--- src/rtl/prog_loader.sv ---
`timescale 1ns/1ps
// Program loader: packs a byte stream into 32-bit words, writes them to instruction RAM, then runs and dumps r0..r7.
// Optional feature macro: PROG_LOADER_CHECKSUM_EN (trailing 8-bit modular checksum byte after the in_last byte).
module prog_loader #(
  parameter int ADDR_W     = 9,
  parameter int RUN_CYCLES = 32
) (
  input  logic              clock,
  input  logic              reset,
  input  logic              in_valid,
  output logic              in_ready,
  input  logic [7:0]        in_byte,
  input  logic              in_last,
  input  logic              start,
  output logic [ADDR_W-1:0] addr,
  output logic              wr,
  output logic [31:0]       wdata,
  output logic              working,
  output logic [3:0]        rID,
  output logic              dump_valid,
  output logic [ADDR_W:0]   word_count,
  output logic              done,
  output logic              err,
  output logic [2:0]        dbgState
);

  // Handshake: a byte moves on a rising edge where in_valid && in_ready; in_ready is registered from the next state.
  typedef enum logic [2:0] {
    IDLE   = 3'd0,
    LOAD   = 3'd1,
    WRITE  = 3'd2,
    LOADED = 3'd3,
    RUN    = 3'd4,
    DUMP   = 3'd5,
    DONE   = 3'd6
`ifdef PROG_LOADER_CHECKSUM_EN
    , CHECK = 3'd7
`endif
  } state_t;

  localparam int RW = $clog2(RUN_CYCLES + 1);

  state_t          state, nextState;
  logic [1:0]      byteIdx;
  logic [31:0]     pack, packNext;
  logic            lastSeen;
  logic            chkBad;
  logic [RW-1:0]   runCnt;
  logic            accept, overflow;
  logic            inReadyNxt, wrNxt, workingNxt, dumpValidNxt, doneNxt;
  logic [3:0]      rIDNxt;

  assign accept   = in_valid && in_ready;
  assign overflow = word_count[ADDR_W];
  assign dbgState = state;

  // Merge the incoming byte into the word; the first byte of a word clears stale low bytes (zero padding).
  always_comb begin
    packNext = (byteIdx == 2'd0) ? 32'h0 : pack;
    case (byteIdx)
      2'd0:    packNext[31:24] = in_byte;
      2'd1:    packNext[23:16] = in_byte;
      2'd2:    packNext[15:8]  = in_byte;
      default: packNext[7:0]   = in_byte;
    endcase
  end

  always_ff @(posedge clock or posedge reset) begin
    if (reset) state <= IDLE;
    else       state <= nextState;
  end

  always_comb begin
    nextState = state;
    case (state)
      IDLE:    if (accept) nextState = in_last ? WRITE : LOAD;
      LOAD:    if (accept && (byteIdx == 2'd3 || in_last)) nextState = WRITE;
`ifdef PROG_LOADER_CHECKSUM_EN
      WRITE:   nextState = lastSeen ? CHECK : LOAD;
      CHECK:   if (accept) nextState = LOADED;
`else
      WRITE:   nextState = lastSeen ? LOADED : LOAD;
`endif
      LOADED:  if (start && word_count != '0 && !chkBad) nextState = RUN;
      RUN:     if (runCnt == RW'(RUN_CYCLES - 1)) nextState = DUMP;
      DUMP:    if (rID == 4'd7) nextState = DONE;
      DONE:    nextState = DONE;
      default: nextState = IDLE;
    endcase
  end

  always_comb begin
    inReadyNxt   = (nextState == IDLE) || (nextState == LOAD);
`ifdef PROG_LOADER_CHECKSUM_EN
    if (nextState == CHECK) inReadyNxt = 1'b1;
`endif
    wrNxt        = (nextState == WRITE) && (state != WRITE) && !overflow;
    workingNxt   = (nextState == RUN);
    dumpValidNxt = (nextState == DUMP);
    doneNxt      = (nextState == DONE);
    rIDNxt       = 4'hF;
    if (nextState == DUMP) rIDNxt = (state == DUMP) ? rID + 4'd1 : 4'd0;
  end

  always_ff @(posedge clock or posedge reset) begin
    if (reset) begin
      in_ready   <= 1'b0;
      wr         <= 1'b0;
      working    <= 1'b0;
      dump_valid <= 1'b0;
      done       <= 1'b0;
      rID        <= 4'hF;
    end else begin
      in_ready   <= inReadyNxt;
      wr         <= wrNxt;
      working    <= workingNxt;
      dump_valid <= dumpValidNxt;
      done       <= doneNxt;
      rID        <= rIDNxt;
    end
  end

`ifdef PROG_LOADER_CHECKSUM_EN
  logic [7:0] sum;
  always_ff @(posedge clock or posedge reset) begin
    if (reset) begin
      sum    <= 8'h0;
      chkBad <= 1'b0;
    end else if (accept && (state == IDLE || state == LOAD)) begin
      sum <= sum + in_byte;
    end else if (accept && state == CHECK && in_byte != sum) begin
      chkBad <= 1'b1;
    end
  end
`else
  assign chkBad = 1'b0;
`endif

  always_ff @(posedge clock or posedge reset) begin
    if (reset) begin
      byteIdx    <= 2'd0;
      pack       <= 32'h0;
      lastSeen   <= 1'b0;
      wdata      <= 32'h0;
      addr       <= '0;
      word_count <= '0;
      err        <= 1'b0;
      runCnt     <= '0;
    end else begin
      if (accept && (state == IDLE || state == LOAD)) begin
        pack     <= packNext;
        byteIdx  <= byteIdx + 2'd1;
        lastSeen <= lastSeen | in_last;
        if (in_last && byteIdx != 2'd3) err <= 1'b1;
      end
      if (nextState == WRITE && state != WRITE) begin
        wdata <= packNext;
        if (overflow) err <= 1'b1;
      end
      if (state == WRITE) begin
        byteIdx <= 2'd0;
        if (!overflow) begin
          addr       <= addr + 1'b1;
          word_count <= word_count + 1'b1;
        end
      end
      if (nextState == RUN) addr <= '0;
      runCnt <= (state == RUN) ? runCnt + 1'b1 : '0;
`ifdef PROG_LOADER_CHECKSUM_EN
      if (accept && state == CHECK && chkBad == 1'b0 && in_byte != sum) err <= 1'b1;
`endif
    end
  end

endmodule

--- config.mk ---
export PLATFORM = sky130hd
export DESIGN_NAME = prog_loader
export DESIGN_NICKNAME = d
export VERILOG_FILES = /design/src/rtl/prog_loader.sv
export SDC_FILE = /design/constraint.sdc
export NUM_CORES = 1
export LEC_CHECK = 0
export BUFFER_PORTS_ARGS = -buffer_cell sky130_fd_sc_hd__buf_2
export CORE_UTILIZATION = 58
export CTS_BUF_LIST = sky130_fd_sc_hd__clkbuf_4 sky130_fd_sc_hd__clkbuf_8
export CTS_CLUSTER_DIAMETER = 40
export DETAILED_ROUTE_END_ITERATION = 16
export HOLD_SLACK_MARGIN = 0.05
export PLACE_DENSITY_LB_ADDON = 0.08
export RECOVER_POWER = 100
export SYNTH_ARGS = -nofsm -noshare
export SYNTH_HDL_FRONTEND = slang
export SYNTH_SLANG_ARGS = --single-unit
export TNS_END_PERCENT = 20
--- constraint.sdc ---
create_clock -name clock -period 4.5 [get_ports clock]
set_input_delay 0.675 -clock clock [delete_from_list [all_inputs] [get_ports clock]]
set_output_delay 0.675 -clock clock [all_outputs]
set_load 0.03 [all_outputs]
### Word level (Yosys, flattened, before mapping)

Index checks and enable logic that the tools add are counted.
Widths: inputs -> output; s select.

| cells by class | value |
|---|---|
| reductions and logical operators | 20 |
| add/subtract/negate cells | 5 |
| multiplexer cells | 26 |
| bitwise gates (word level) | 2 |
| equal/unequal tests | 19 |

Operators by type and width:

| kind | number |
|---|---|
| $mux 32 | 1 |
| $mux 8 | 4 |
| $mux 9 | 3 |
| $pmux 3 s7 | 1 |
| $eq 3x3->1 const B | 6 |
| $mux 3 | 5 |
| $add 10x1->10 const B | 1 |
| $mux 10 | 1 |
| $reduce_bool 10->1 | 1 |
| $add 9x1->9 const B | 1 |
| $eq 3x2->1 const B | 3 |
| $mux 2 | 4 |
| $mux 4 | 2 |
| $logic_and 1x1->1 | 7 |
| $add 6x1->6 const B | 1 |
| $eq 3x1->1 const B | 2 |
| $eq 6x5->1 const B | 1 |
| $logic_not 3->1 | 2 |
| $mux 6 | 1 |
| $add 4x1->4 const B | 1 |
| $eq 2x2->1 const B | 2 |
| $eq 4x3->1 const B | 1 |
| $mux 1 | 4 |
| $reduce_and 2->1 | 2 |
| 12 further kinds | 15 |

| word-level totals | value |
|---|---|
| output and inout bits | 64 |
| flip-flop bits (word level) | 105 |
| word-level logic and storage cells | 88 |

### Depth between registers and ports, before layout

Gate-level depths: netlist of the first run.

| depth | value |
|---|---|
| word-level depth | 8 |
| gate-level depth with buffers | 9 |

### Least setup slack after synthesis of the first run

No wires, ideal clock.

| timing | value |
|---|---|
| path type | register to register |
| start point | register word_count[0] |
| end point | register addr[1] |
| slack | 2,581 ps |
| arrival | 1,847 ps |
| cell stages (with the launch flop) | 10 |
| period minus slack after synthesis | 1,919 ps |
| library setup time | 72 ps |
| buffers on the path | 1 |
| cell sequence | dfrtp_1 > inv_1 > ha_1 > nor4b_1 > nand3_1 > a31oi_1 > inv_1 > and4b_1 > buf_6 > nor2_1 |

| between the ends | value |
|---|---|
| cells in the longest elaborated chain, start to end | 7 |
| elaborated cells on any way between the ends | 9 |
| classes of those cells | eq/ne (2); mux (3); reduce/logical (4) |

RTL lines:

| item | line | RTL |
|---|---|---|
| start, declared | 21 | `output logic [ADDR_W:0] word_count,` |
| start signal, assigned | 164 | `word_count <= word_count + 1'b1;` |
| $reduce_bool 10->1 * | 84 | `LOADED: if (start && word_count != '0 && !chkBad) nextState = RUN;` |
| $logic_and 1x1->1 * | 84 |  |
| $mux 3 * | 84 |  |
| $pmux 3 s7 * | 75 | `case (state)` |
| via nextState[2] | 43 | `state_t state, nextState;` |
| $eq 3x3->1 * | - |  |
| via workingNxt | 50 | `logic inReadyNxt, wrNxt, workingNxt, dumpValidNxt, doneNxt;` |
| $ne 2x1->1 (no source line) / $reduce_bool 2->1 (equally long branches) | - |  |
| $reduce_and 2->1 (no source line) | - |  |
| end signal, assigned | 163 | `addr <= addr + 1'b1;` |
| end, declared | 15 | `output logic [ADDR_W-1:0] addr,` |

Mark *: on every way through the listed nets, which the timed path passes. The rest lies on a longest branch.
A chain may end at the register's enable or synchronous reset.

### Worst setup path in the final report of the first run

| timing | value |
|---|---|
| start point | register state[2] (netlist: dbgState[2]) |
| end point | register addr[8] |

| between the ends | value |
|---|---|
| cells in the longest elaborated chain, start to end | 5 |
| elaborated cells on any way between the ends | 18 |
| classes of those cells | eq/ne (8); mux (7); reduce/logical (3) |

RTL lines:

| item | line | RTL |
|---|---|---|
| start, declared | 43 |  |
| start signal, assigned | 70 | `else state <= nextState;` |
| $eq 3x3->1 (tied with other cells) | 75 |  |
| $pmux 3 s7 | 75 |  |
| $eq 3x3->1 | 167 | `if (nextState == RUN) addr <= '0;` |
| $ne 2x1->1 (no source line) / $reduce_bool 2->1 (equally long branches) | - |  |
| $reduce_and 2->1 (no source line) | - |  |

Several ways; a longest one is shown, not always the timed one.

==> results of run 1 <==
==> through the flow <==
stage / area (sq um) / hold slack [ns]
finish: 5050 / 0.481
CTS: 5150 / 0.485
global placement: 4930 / 0.451
detailed placement: 4930 / 0.462
floorplan: 4530 / 0.429
global route: 5050 / 0.505
==> layer usage <==
layer  part of all wire [%]  wire length [um]  vias to the layer above
li1                       -                 -                     1576
met1                     49              4460                     1600
met2                     46              4160                       80
met3                    4.2               387                       10
met4                    1.3               122                        0
met5                      0                 0                        -
==> synthesized netlist by cell type (10+ instances only) <==
| master | number |
|---|---|
| dfrtp_1 | 101 |
| o21ai_0 | 41 |
| inv_1 | 10 |
| a22o_1 | 21 |
| nor2_1 | 30 |
| nand2_1 | 48 |
| xnor2_1 | 14 |
| nand3_1 | 11 |
| a22oi_1 | 21 |
==> sequential cells by signal (all words and copies together), names as in the netlist <==
register    cells
runCnt          6
done            1
rID             4
byteIdx         2
in_ready        1
lastSeen        1
err             1
wr              1
dbgState        3
pack           32
wdata          32
addr            9
working         1
word_count     10
dump_valid      1
==> worst max-delay path: stages, from the launching register on <==
cell and delay, ns:
dfrtp_1 0.55, nor4b_1 1.69, nand4_1 0.37, nor3_1 0.31, xnor2_1 0.14, nor2_1 0.05
==> cell type report <==
type                            count  area, sq um
Sequential cell                   105         2630
Multi-Input combinational cell    269         1730
Tap cell                           99          124
Inverter                           10         37.5
Timing Repair Buffer               78          315
Fill cell                         613         2360
Clock buffer                       12          165
Clock inverter                      4         48.8
==> kinds of logic after synthesis <==
kind of cell | after synthesis | share of synthesized area (%)
AND/OR/NAND/NOR | 116 | 12.0
AO/OA/AOI/OAI | 105 | 15.6
flip-flops | 105 | 58.1
buffers and inverters | 37 | 3.59
XOR/XNOR | 22 | 4.25
multiplexers | 17 | 3.97
adder cells (fa/ha/maj) | 9 | 2.48
==> power by group through the flow <==
stage	Clock (W)	Combinational [W]	Sequential, W
3_3_place_gp	0	0.0000390	0.000961
3_5_place_dp	0	0.0000396	0.000961
2_1_floorplan	0	0.0000238	0.000962
5_1_grt	0.000664	0.0000436	0.000943
6_report	0.000620	0.0000380	0.000943
4_1_cts	0.000623	0.0000399	0.000943
==> worst max-delay path by stage <==
| stage | slack, ns | end | depth (start not counted) |
|---|---|---|---|
| detailed placement | 1.90 | addr[7] | 6 |
| global placement | 2.02 | addr[8] | 6 |
| finish | 1.26 | addr[8] | 5 |
| floorplan | 1.07 | addr[0] | 1 |
| global route | 0.92 | addr[8] | 5 |
| CTS | 1.88 | addr[5] | 6 |
==> results.cfg, run 1 <==
[critical_path]
rr_worst_depth = 5
crit_start = dbgState[2]
arrival_ns = 3.47
crit-reg2reg-capture = addr[8]
worstSetupStartpointType = register
cp-end-kind = register
worstPathMaxFanout = 16
rrSetupSlack_ns = 1.26
crit_type = reg -> reg
cp_data_required_time_ns = 4.73
timing.rr.start = dbgState[2]

[logic_synthesis]
yosys_warnings = 0
synth_cell_types = 44
synth_edf_count = 0
synth.area.top_cells = dfrtp_1 56%, o21ai_0 4.5%, a22o_1 4.1%
syn-num-nets = 433
syn_inst = 411
yosysSeqAreaShare_pct = 58.1
synth_ff_type = dfrtp_1
synth_top_area_share_pct = 55.7
syn_area_per_cell_sq_um = 11.0
yosys.area.top_type = dfrtp_1
synth_area_sq_um = 4530
synth_seq_cells = 105
async_reset_ff_share_pct = 100

[sta]
worstMarginPinSlew_ns = 2.66
layout_setup_ws_ns = 1.26
rsz0062_at_grt = no
hold_viol_final = 0
slew_headroom_pct = -77.6
setup_tns_ns = 0
slew_viol_final = 88
clock_skew_ns = 0.0137
period_minus_slack_ns = 3.24
max_freq_mhz = 309
fin_crit_sh_pct = 72.0
setup_viol = 0

[layout]
n_antenna_cell = 0
nets = 495
drive_above_1_share_pct = 8.79
final_common_cell = dfrtp_1
utilization_pct = 68.2
finalNonFillerCells = 577
layout_common_cells = 101 x dfrtp_1, 64 x clkbuf_1, 48 x nand2_1
syn_to_final_growth_pct = 11.4

[floorplan]
ioPinCount = 77
die_h_um = 90.4
start_util_pct = 61.2
rows = 31
dieArea_sq_um = 8180
die_w_um = 90.4
coreArea_sq_um = 7410

[worst_hold_path]
hold_end = lastSeen
hp-class = reg -> reg
min_from = lastSeen
hold_depth = 1

[global_routing]
grt_util_met3_pct = 3.54
use_met2_pct = 36.3
grt_pass1_vias = 3074
use_met1_pct = 33.6
top_usage_layer = met2
grt.overflow.total = 0
grt_pass1_wl_mm = 15.1
grt_usage_pct = 23.3
antenna_found_initial = 0
grt_max_degree = 75

[cts]
htreeDepth = 3
cts_tree = built
cts_buffers = 9
cts-root-buf = clkbuf_8
ctsResizeCount = 0
clock_path_buffers = 2
clk_pin_slew_worst_paths_ns = 0.10
clkLatencyLatePin_ns = 0.36
cts_setup_buffers = 0
cts-hold-fix-buffers = 0
clock-sinks = 105

[detailed_routing]
ant_nets = 0
vias = 3266
drt-pass1-iter-count = 4
route.detailed.drc = 0
via_per_inst = 5.66
drt_iter0_drc = 217
wl_mm = 9.13
wl_per_cell_um = 15.8

[power_and_ir_drop]
seq_power_share_pct = 58.9
intPower_w = 0.00125
p_clk_share_pct = 38.7
switching_power_w = 0.000347
sw_frac_of_total_pct = 21.7
total_power_w = 0.00160
ir_drop_mv = 0.183
p_per_area_nw_per_um2 = 317
leakagePower_nw = 2.23
power_frac_comb_pct = 2.4

[placement]
dpl.hpwl_mm = 6.18
port_buffers = 76
place_congestion = 0.823
dp_cells = 561
dp_slack_ns = 1.90

[run]
max_cap_violations = 2

[status]
status = finished, violations left
violations = max-capacitance violations, max-slew violations
Power figures use the tool's default switching activity.
==> run 2, diff against run 1 <==
Clock period 4.5 ns to 3.2 ns, I/O delays scaled along.
==> run 2 against run 1 <==
Setup slack lost 0.52 ns. Critical path depth did not move. Non-clock buffer count grew 4. The run now ends clean. Via count shrank 0.40%. Die area did not move. Cell area shrank 0.20%. Critical endpoint is now pack[23]. Sequential power rose by 41%. Sequential cell count stayed put. First-iteration DRC count shrank 49%. Highest routed layer unchanged.
==> results.cfg, run 2 (same netlist as run 1, synthesis figures left out) <==
[detailed_routing]
route.detailed.drc = 0
vias = 3253
wl_mm = 9.27
wl_per_cell_um = 16.0
via_per_inst = 5.60
drt-pass1-iter-count = 4
ant_nets = 0
drt_iter0_drc = 110

[global_routing]
grt_pass1_vias = 3170
grt_util_met3_pct = 4.80
use_met2_pct = 37.0
antenna_found_initial = 0
use_met1_pct = 36.5
top_usage_layer = met2
grt_pass1_wl_mm = 15.9
grt_usage_pct = 24.8
grt_max_degree = 47
grt.overflow.total = 0

[sta]
clock_skew_ns = 0.0107
period_minus_slack_ns = 2.46
slew_headroom_pct = 4.93
setup_tns_ns = 0
worstMarginPinSlew_ns = 1.42
rsz0062_at_grt = no
setup_viol = 0
hold_viol_final = 0
max_freq_mhz = 406
fin_crit_sh_pct = 76.9
slew_viol_final = 0

[layout]
n_antenna_cell = 0
layout_common_cells = 101 x dfrtp_1, 68 x clkbuf_1, 48 x nand2_1
utilization_pct = 68.1
reg.largest.list = pack (32), wdata (32), word_count (10)
syn_to_final_growth_pct = 11.2
finalNonFillerCells = 581
final_common_cell = dfrtp_1
nets = 499
drive_above_1_share_pct = 8.92

[cts]
cts-hold-fix-buffers = 0
clkLatencyLatePin_ns = 0.37
cts-root-buf = clkbuf_8
cts_buffers = 9
cts_tree = built
cts_setup_buffers = 0
clock_path_buffers = 2
htreeDepth = 3
clock-sinks = 105
clk_pin_slew_worst_paths_ns = 0.11
ctsResizeCount = 0

[placement]
port_buffers = 76
place_congestion = 0.797
dpl.hpwl_mm = 6.46
dp_cells = 565

[power_and_ir_drop]
ir_drop_mv = 0.270
total_power_w = 0.00217
leakagePower_nw = 2.21
p_per_area_nw_per_um2 = 430

[floorplan]
dieArea_sq_um = 8180
coreArea_sq_um = 7410
die_h_um = 90.4
rows = 31
start_util_pct = 61.2
ioPinCount = 77
die_w_um = 90.4

[critical_path]
worstSetupStartpointType = register
cp_data_required_time_ns = 3.47
cp-end-kind = register
crit_type = reg -> reg
rrSetupSlack_ns = 0.74
timing.rr.start = dbgState[2]
arrival_ns = 2.73
rr_worst_depth = 5
crit-reg2reg-capture = pack[23]
worstPathMaxFanout = 16

[run]
max_cap_violations = 0

[worst_hold_path]
hp-class = in -> async

[status]
status = completed
==> run 2: layout make-up <==
type                    instances  area, sq um
inverters                      10         38.8
clock buffers                   9          124
flip-flops and latches        105         2630
repair buffers                 82          328
clock inverters                 7         66.3
fillers                       623         2370
multi-input cells             269         1730
well taps                      99          124
==> run 2: per-layer routing <==
layer / wire length [um] / share of wire, %
met3: 389 / 4.2
met1: 4380 / 47
met5: 0 / 0
met4: 108 / 1.2
met2: 4400 / 47
==> run 2: how the worst max path moves through the flow <==
stage	cells after the start	to	startpoint	slack, ns
2_1_floorplan	9	addr[1]	word_count[0]	1.28
3_3_place_gp	4	pack[26]	byteIdx[0]	1.05
3_5_place_dp	5	wdata[27]	byteIdx[0]	1.01
4_1_cts	4	pack[24]	byteIdx[0]	0.96
5_1_grt	5	wdata[27]	byteIdx[0]	0.57
6_report	5	pack[23]	dbgState[2]	0.74
==> run 2: report_power, final <==
| part | switching (W) | internal, W |
|---|---|---|
| logic | 0.0000446 | 0.00000993 |
| clock network | 0.000481 | 0.000307 |
| registers | 0 | 0.00133 |
| total | 0.000526 | 0.00164 |
==> run 2: worst max-delay path, cell delays in order, from the launching register on <==
cell and delay (ns):
dfrtp_1 0.55, nand3b_1 0.30, nor2_1 0.12, clkbuf_1 0.50, o21ai_0 0.54, a32o_1 0.36
==> run 2: through the flow <==
step                hold WS, ns  setup WS (ns)  instance area (sq um)
floorplan                 0.429           1.28                   4540
global placement          0.444           1.05                   4960
CTS                       0.222          0.956                   5150
detailed placement        0.466           1.01                   4960
global route              0.409          0.569                   5040
finish                    0.416          0.740                   5040
